===== src/rtl/adc_spi_capture.sv =====
// Periodic SPI capture front-end for a 12-bit converter with CONVST start and 6-bit config word.
// Macros: ADC_OVERRUN_FLAG_EN enables the sticky overrun flag; ADC_SKIP_PERIOD_CHECK bypasses the period check.
module adc_spi_capture #(
  parameter int CLK_HZ    = 50000000,
  parameter int SAMPLE_HZ = 96000,
  parameter int CONV_CYC  = 80,
  parameter int SCK_DIV   = 2
) (
  input  logic        clk,
  input  logic        reset,
  input  logic        enable,
  input  logic [2:0]  channel,
  output logic        adc_convst,
  output logic        adc_sck,
  output logic        adc_sdi,
  input  logic        adc_sdo,
  output logic [11:0] adc_value,
  output logic        adc_valid,
  output logic        busy,
  input  logic        overrun_clr,
  output logic        overrun
);

  localparam int PERIOD = CLK_HZ / SAMPLE_HZ;
  localparam int TW = $clog2(PERIOD + 1);
  localparam int CW = $clog2(CONV_CYC + 1);
  localparam int DW = $clog2(SCK_DIV + 1);

`ifndef ADC_SKIP_PERIOD_CHECK
  // A frame (CONV + 24 SCK half-periods + DONE) must fit between two ticks.
  if (PERIOD < CONV_CYC + 24 * SCK_DIV + 2) begin : gPeriodCheck
    $error("adc_spi_capture: PERIOD too short for CONV_CYC and SCK_DIV");
  end
`endif

  typedef enum logic [1:0] {IDLE, CONV, SHIFT, DONE} state_t;

  state_t          state_q, state_d;
  logic [TW-1:0]   tickCnt_q, tickCnt_d;
  logic [CW-1:0]   convCnt_q, convCnt_d;
  logic [DW-1:0]   divCnt_q, divCnt_d;
  logic [3:0]      bitCnt_q, bitCnt_d;
  logic [11:0]     cfg_q, cfg_d;
  logic [11:0]     shift_q, shift_d;
  logic [11:0]     value_q, value_d;
  logic            convst_q, convst_d;
  logic            sck_q, sck_d;
  logic            sdi_q, sdi_d;
  logic            valid_q, valid_d;
  logic            tick;

  always_comb begin
    tick      = (tickCnt_q == TW'(PERIOD - 1));
    tickCnt_d = tick ? '0 : tickCnt_q + TW'(1);
  end

  always_comb begin
    state_d   = state_q;
    convCnt_d = convCnt_q;
    divCnt_d  = divCnt_q;
    bitCnt_d  = bitCnt_q;
    cfg_d     = cfg_q;
    shift_d   = shift_q;
    sck_d     = sck_q;
    sdi_d     = sdi_q;
    value_d   = value_q;
    valid_d   = 1'b0;
    case (state_q)
      IDLE: begin
        sck_d = 1'b0;
        sdi_d = 1'b0;
        if (tick && enable) begin
          state_d   = CONV;
          convCnt_d = '0;
          cfg_d     = {1'b1, channel[0], channel[2], channel[1], 1'b1, 7'b0};
        end
      end
      CONV: begin
        if (convCnt_q == CW'(CONV_CYC - 1)) begin
          state_d  = SHIFT;
          divCnt_d = '0;
          bitCnt_d = 4'd0;
          sck_d    = 1'b0;
          sdi_d    = cfg_q[11];
        end else begin
          convCnt_d = convCnt_q + CW'(1);
        end
      end
      SHIFT: begin
        // SDO is captured on the rising SCK edge; SDI advances on the falling one.
        if (divCnt_q == DW'(SCK_DIV - 1)) begin
          divCnt_d = '0;
          if (!sck_q) begin
            sck_d   = 1'b1;
            shift_d = {shift_q[10:0], adc_sdo};
          end else begin
            sck_d = 1'b0;
            if (bitCnt_q == 4'd11) begin
              state_d = DONE;
              sdi_d   = 1'b0;
              value_d = shift_q;
              valid_d = 1'b1;
            end else begin
              bitCnt_d = bitCnt_q + 4'd1;
              cfg_d    = {cfg_q[10:0], 1'b0};
              sdi_d    = cfg_q[10];
            end
          end
        end else begin
          divCnt_d = divCnt_q + DW'(1);
        end
      end
      DONE: state_d = IDLE;
      default: state_d = IDLE;
    endcase
    convst_d = (state_d == CONV);
  end

  always_ff @(posedge clk or posedge reset) begin
    if (reset) begin
      state_q   <= IDLE;
      tickCnt_q <= '0;
      convCnt_q <= '0;
      divCnt_q  <= '0;
      bitCnt_q  <= 4'd0;
      cfg_q     <= 12'd0;
      shift_q   <= 12'd0;
      value_q   <= 12'd0;
      convst_q  <= 1'b0;
      sck_q     <= 1'b0;
      sdi_q     <= 1'b0;
      valid_q   <= 1'b0;
    end else begin
      state_q   <= state_d;
      tickCnt_q <= tickCnt_d;
      convCnt_q <= convCnt_d;
      divCnt_q  <= divCnt_d;
      bitCnt_q  <= bitCnt_d;
      cfg_q     <= cfg_d;
      shift_q   <= shift_d;
      value_q   <= value_d;
      convst_q  <= convst_d;
      sck_q     <= sck_d;
      sdi_q     <= sdi_d;
      valid_q   <= valid_d;
    end
  end

  assign adc_convst = convst_q;
  assign adc_sck    = sck_q;
  assign adc_sdi    = sdi_q;
  assign adc_value  = value_q;
  assign adc_valid  = valid_q;
  assign busy       = (state_q != IDLE);

`ifdef ADC_OVERRUN_FLAG_EN
  logic overrun_q, overrun_d;

  // Set wins over clear so a drop in the clearing cycle is never lost.
  always_comb begin
    overrun_d = overrun_q;
    if (overrun_clr) overrun_d = 1'b0;
    if (tick && enable && (state_q != IDLE)) overrun_d = 1'b1;
  end

  always_ff @(posedge clk or posedge reset) begin
    if (reset) overrun_q <= 1'b0;
    else       overrun_q <= overrun_d;
  end

  assign overrun = overrun_q;
`else
  logic unusedOverrunClr;
  assign unusedOverrunClr = overrun_clr;
  assign overrun = 1'b0;
`endif

endmodule

===== config.mk =====
export PLATFORM = sky130hd
export DESIGN_NAME = adc_spi_capture
export DESIGN_NICKNAME = d
export VERILOG_FILES = /design/src/rtl/adc_spi_capture.sv
export SDC_FILE = /design/constraint.sdc
export NUM_CORES = 1
export LEC_CHECK = 0
export ABC_AREA = 0
export CAP_MARGIN = 20
export CORE_MARGIN = 2
export CORE_UTILIZATION = 57
export CTS_CLUSTER_DIAMETER = 40
export DETAILED_ROUTE_END_ITERATION = 10
export GPL_TIMING_DRIVEN = 0
export HOLD_SLACK_MARGIN = 0.02
export PLACE_DENSITY = 0.79
export REMOVE_ABC_BUFFERS = 1
export SLEW_MARGIN = 5
export SYNTH_ARGS = -nofsm -noshare
export SYNTH_HDL_FRONTEND = slang
export SYNTH_SLANG_ARGS = --single-unit

===== constraint.sdc =====
create_clock -name clk -period 2.3 [get_ports clk]
set_input_delay 0.46 -clock clk [delete_from_list [all_inputs] [get_ports clk]]
set_output_delay 0.46 -clock clk [all_outputs]
set_load 0.01 [all_outputs]

==> results_dict.tcl <==
set metrics [dict create \
    synthMuxAreaShare 0.1505 \
    grt_max_degree 40 \
    synth_sequential_area_ratio 0.5211 \
    vias 1936 \
    synth-simple-area-share 0.1424 \
    numCtsBuffers 9 \
    wirelength_um 5351 \
    die_h_um 73.90 \
    antenna_found_initial 0 \
    synthAdderAreaFrac 0.03145 \
    drcViolationCount 0 \
    postSynthAreaPerCell_sq_um 11.90 \
    grt_pass1_vias 1863 \
    endpoint_kind "primary output" \
    drt_iter0_markers 113 \
    synth_top_family_by_area "multiplexers" \
    synth_seq_cells 58 \
    grt_pass1_wl_um 8687 \
    period_share 0.9644 \
    status "finished clean" \
    cts_tree "yes" \
    fin_crit_ns 2.218 \
    total_power_mw 1.972 \
    synth_ff_type "dfrtp_1" \
    rr_worst_depth 6 \
    drv_cap 0 \
    crit_chain "inv_1 -> ha_2 -> inv_2 -> clkdlybuf4s50_1" \
    fin_skew_ns 0.007201 \
    die_area_sq_mm 0.005461 \
    worstSetupPathType "register to primary output" \
    synth-xor-area-share 0.02201 \
    clk_pin_slew_worst_paths_ns 0.06 \
    synthCells 234 \
    synth_compound_area_frac 0.1069 \
    antennaDiodeCount 0 \
    clkSinkCount 58 \
    clock.fmax_mhz 450.8 \
    finalSetupViolCount 0 \
    viasPerCell 5.796 \
    peakVddDrop_mv 0.4277 \
    root_buffer "clkbuf_8" \
    cpMaxStageDelayCell "clkdlybuf4s50_1" \
    start_kind "register" \
    cp_slowest_stage_delay_ns 0.48 \
    clk_latency_ns 0.33 \
    cts_buffer_depth 2 \
    core-area_sq_mm 0.004723 \
    boundaryPins 26 \
    async_flop_share 1.000 \
    synth_area_sq_mm 0.002785 \
    reg2reg_slack_ns 0.15 \
    htree_levels 3 \
    slew_headroom 0.4722 \
    dp_hpwl_um 3582 \
    layout_commonest_cell "dfrtp_1" \
    io_buffers 23 \
    layout_common_cells "58 x dfrtp_1, 31 x mux2_2, 23 x clkdlybuf4s50_1" \
    r2r-start "state_q[1]$_DFF_PP0_" \
    post-route-util 0.7009 \
    nets 279 \
    start_util 0.5897 \
    yosysUniqueCellTypes 55 \
    worst_slew_pin_slew_ns 0.7857 \
    rows 25 \
    final_max_slew_viol_count 0 \
    finalSetupTns_ns 0 \
    dr.pass1.iters 4 \
    ant_nets 0 \
    die_w_um 73.90 \
    final_hold_viol_count 0 \
    power_leakage_nw 1.551 \
    finalWeightedCongestion 0.8364 \
    rr_endpoint "bitCnt_q[3]$_DFFE_PP0P_" \
    drive_gt1_frac 0.2322 \
    wl_per_cell_um 16.02 \
    track_usage 0.2138 \
    synth_edf_count 0 \
    hold_path.class "input port to asynchronous set/reset pin" \
    required_ns 1.84 \
    worstPathArrival_ns 1.76 \
    crit_fanout 9 \
    yosysWarnings 0 \
    area_growth_pct 18.87 \
    powerDensity_mw_per_mm2 595.7 \
    overflow 0 \
]
[registers in the layout, summed over array words and instances (netlist names)]
name,flops
convCnt_q,7
adc_sdi,1
divCnt_q,2
state_q,2
shift_q,12
adc_valid,1
cfg_q,5
bitCnt_q,4
adc_sck,1
adc_convst,1
tickCnt_q,10
adc_value,12
[what timing repair did]
| action | in CTS | in global routing |
|---|---|---|
| hold buffers | 0 | 0 |
| endpoints found under the setup margin | 26 | 3 |
| buffers inserted | 0 | 2 |
| gates resized for setup | 6 | 1 |
| gates cloned | 0 | 0 |
[cells in the mapped netlist, drive strengths merged (2+ instances only)]
| cell type | n | area, sq um |
|---|---|---|
| nor2b | 5 | 31.28 |
| a21o | 2 | 15.01 |
| o31ai | 2 | 15.01 |
| nand2b | 3 | 18.77 |
| xor2 | 5 | 43.79 |
| nand4 | 2 | 12.51 |
| o21ai | 3 | 15.01 |
| mux2i | 7 | 70.07 |
| o41ai | 2 | 17.52 |
| and2 | 3 | 18.77 |
| and3b | 2 | 17.52 |
| buf | 5 | 26.27 |
| nor2 | 9 | 33.78 |
| nand2 | 10 | 37.54 |
| nand3 | 12 | 60.06 |
| a311o | 2 | 20.02 |
| a32oi | 2 | 17.52 |
| nor4 | 3 | 18.77 |
| mux2 | 31 | 349.1 |
| ha | 7 | 87.58 |
| xnor2 | 2 | 17.52 |
| a21oi | 7 | 35.03 |
| nor3b | 2 | 15.01 |
| nor3 | 2 | 10.01 |
| and3 | 7 | 43.79 |
| inv | 8 | 30.03 |
| a21boi | 3 | 22.52 |
| clkbuf | 2 | 7.510 |
| dfrtp | 58 | 1451 |
| a211oi | 5 | 37.54 |
[metal layers]
| metal | GRT usage | part of all wire | up-vias |
|---|---|---|---|
| li1 | - | - | 918 |
| met1 | 0.2921 | 0.44 | 958 |
| met2 | 0.3145 | 0.49 | 52 |
| met3 | 0.07133 | 0.049 | 8 |
| met4 | 0.08889 | 0.016 | 0 |
| met5 | 0 | 0 | - |
[how the worst max path moves through the flow]
stage | from | to | slack [ns] | cells after the start
after CTS | state_q[0]$_DFF_PP0_ | busy | 0.07 | 4
after detailed placement | state_q[0]$_DFF_PP0_ | shift_q[9]$_DFFE_PP0P_ | -0.40 | 5
after global placement | reset | adc_convst$_DFF_PP0_ | -0.62 | 2
after floorplan | state_q[0]$_DFF_PP0_ | shift_q[0]$_DFFE_PP0P_ | 0.16 | 5
final | state_q[1]$_DFF_PP0_ | busy | 0.08 | 4
after global routing | state_q[1]$_DFF_PP0_ | busy | -0.02 | 4
[area by class of cell]
class	count	area [sq um]
Clock buffer	11	151.4
Tap cell	67	83.83
Inverter	9	37.54
Fill cell	348	1413
Clock inverter	3	40.04
Multi-Input combinational cell	160	1281
Sequential cell	58	1451
Timing Repair Buffer	26	265.3
[worst max-delay path: cells and delay by family, from the launching register on]
kind,cells,cell delay (ns)
flip-flops,1,0.41
adder cells (fa/ha/maj),1,0.31
buffers and inverters,3,0.70
[logic make-up after synthesis]
kind of cell | count (synthesis)
buffers and inverters | 16
XOR/XNOR | 7
flip-flops | 58
other | 1
multiplexers | 38
adder cells (fa/ha/maj) | 7
AO/OA/AOI/OAI | 40
AND/OR/NAND/NOR | 67
[metrics by stage]
stage               instances  worst slack (ns)  hold slack (ns)  cell area, sq um
finish                    334           0.08188           0.4542              3311
global route              334          -0.02013           0.5054              3311
CTS                       332           0.06614           0.4563              3292
detailed placement        318           -0.3972           0.4744              3085
global placement          317           -0.6157           0.4560              3065
floorplan                 227            0.1593           0.4401              2751
[where the power goes]
group / internal (mW) / leakage, nW / switching, mW
clock network: 0.543 / 0.101 / 0.371
registers: 1.02 / 0.771 / 0
logic: 0.0149 / 0.678 / 0.0225
(Power assumes the default switching activity.)
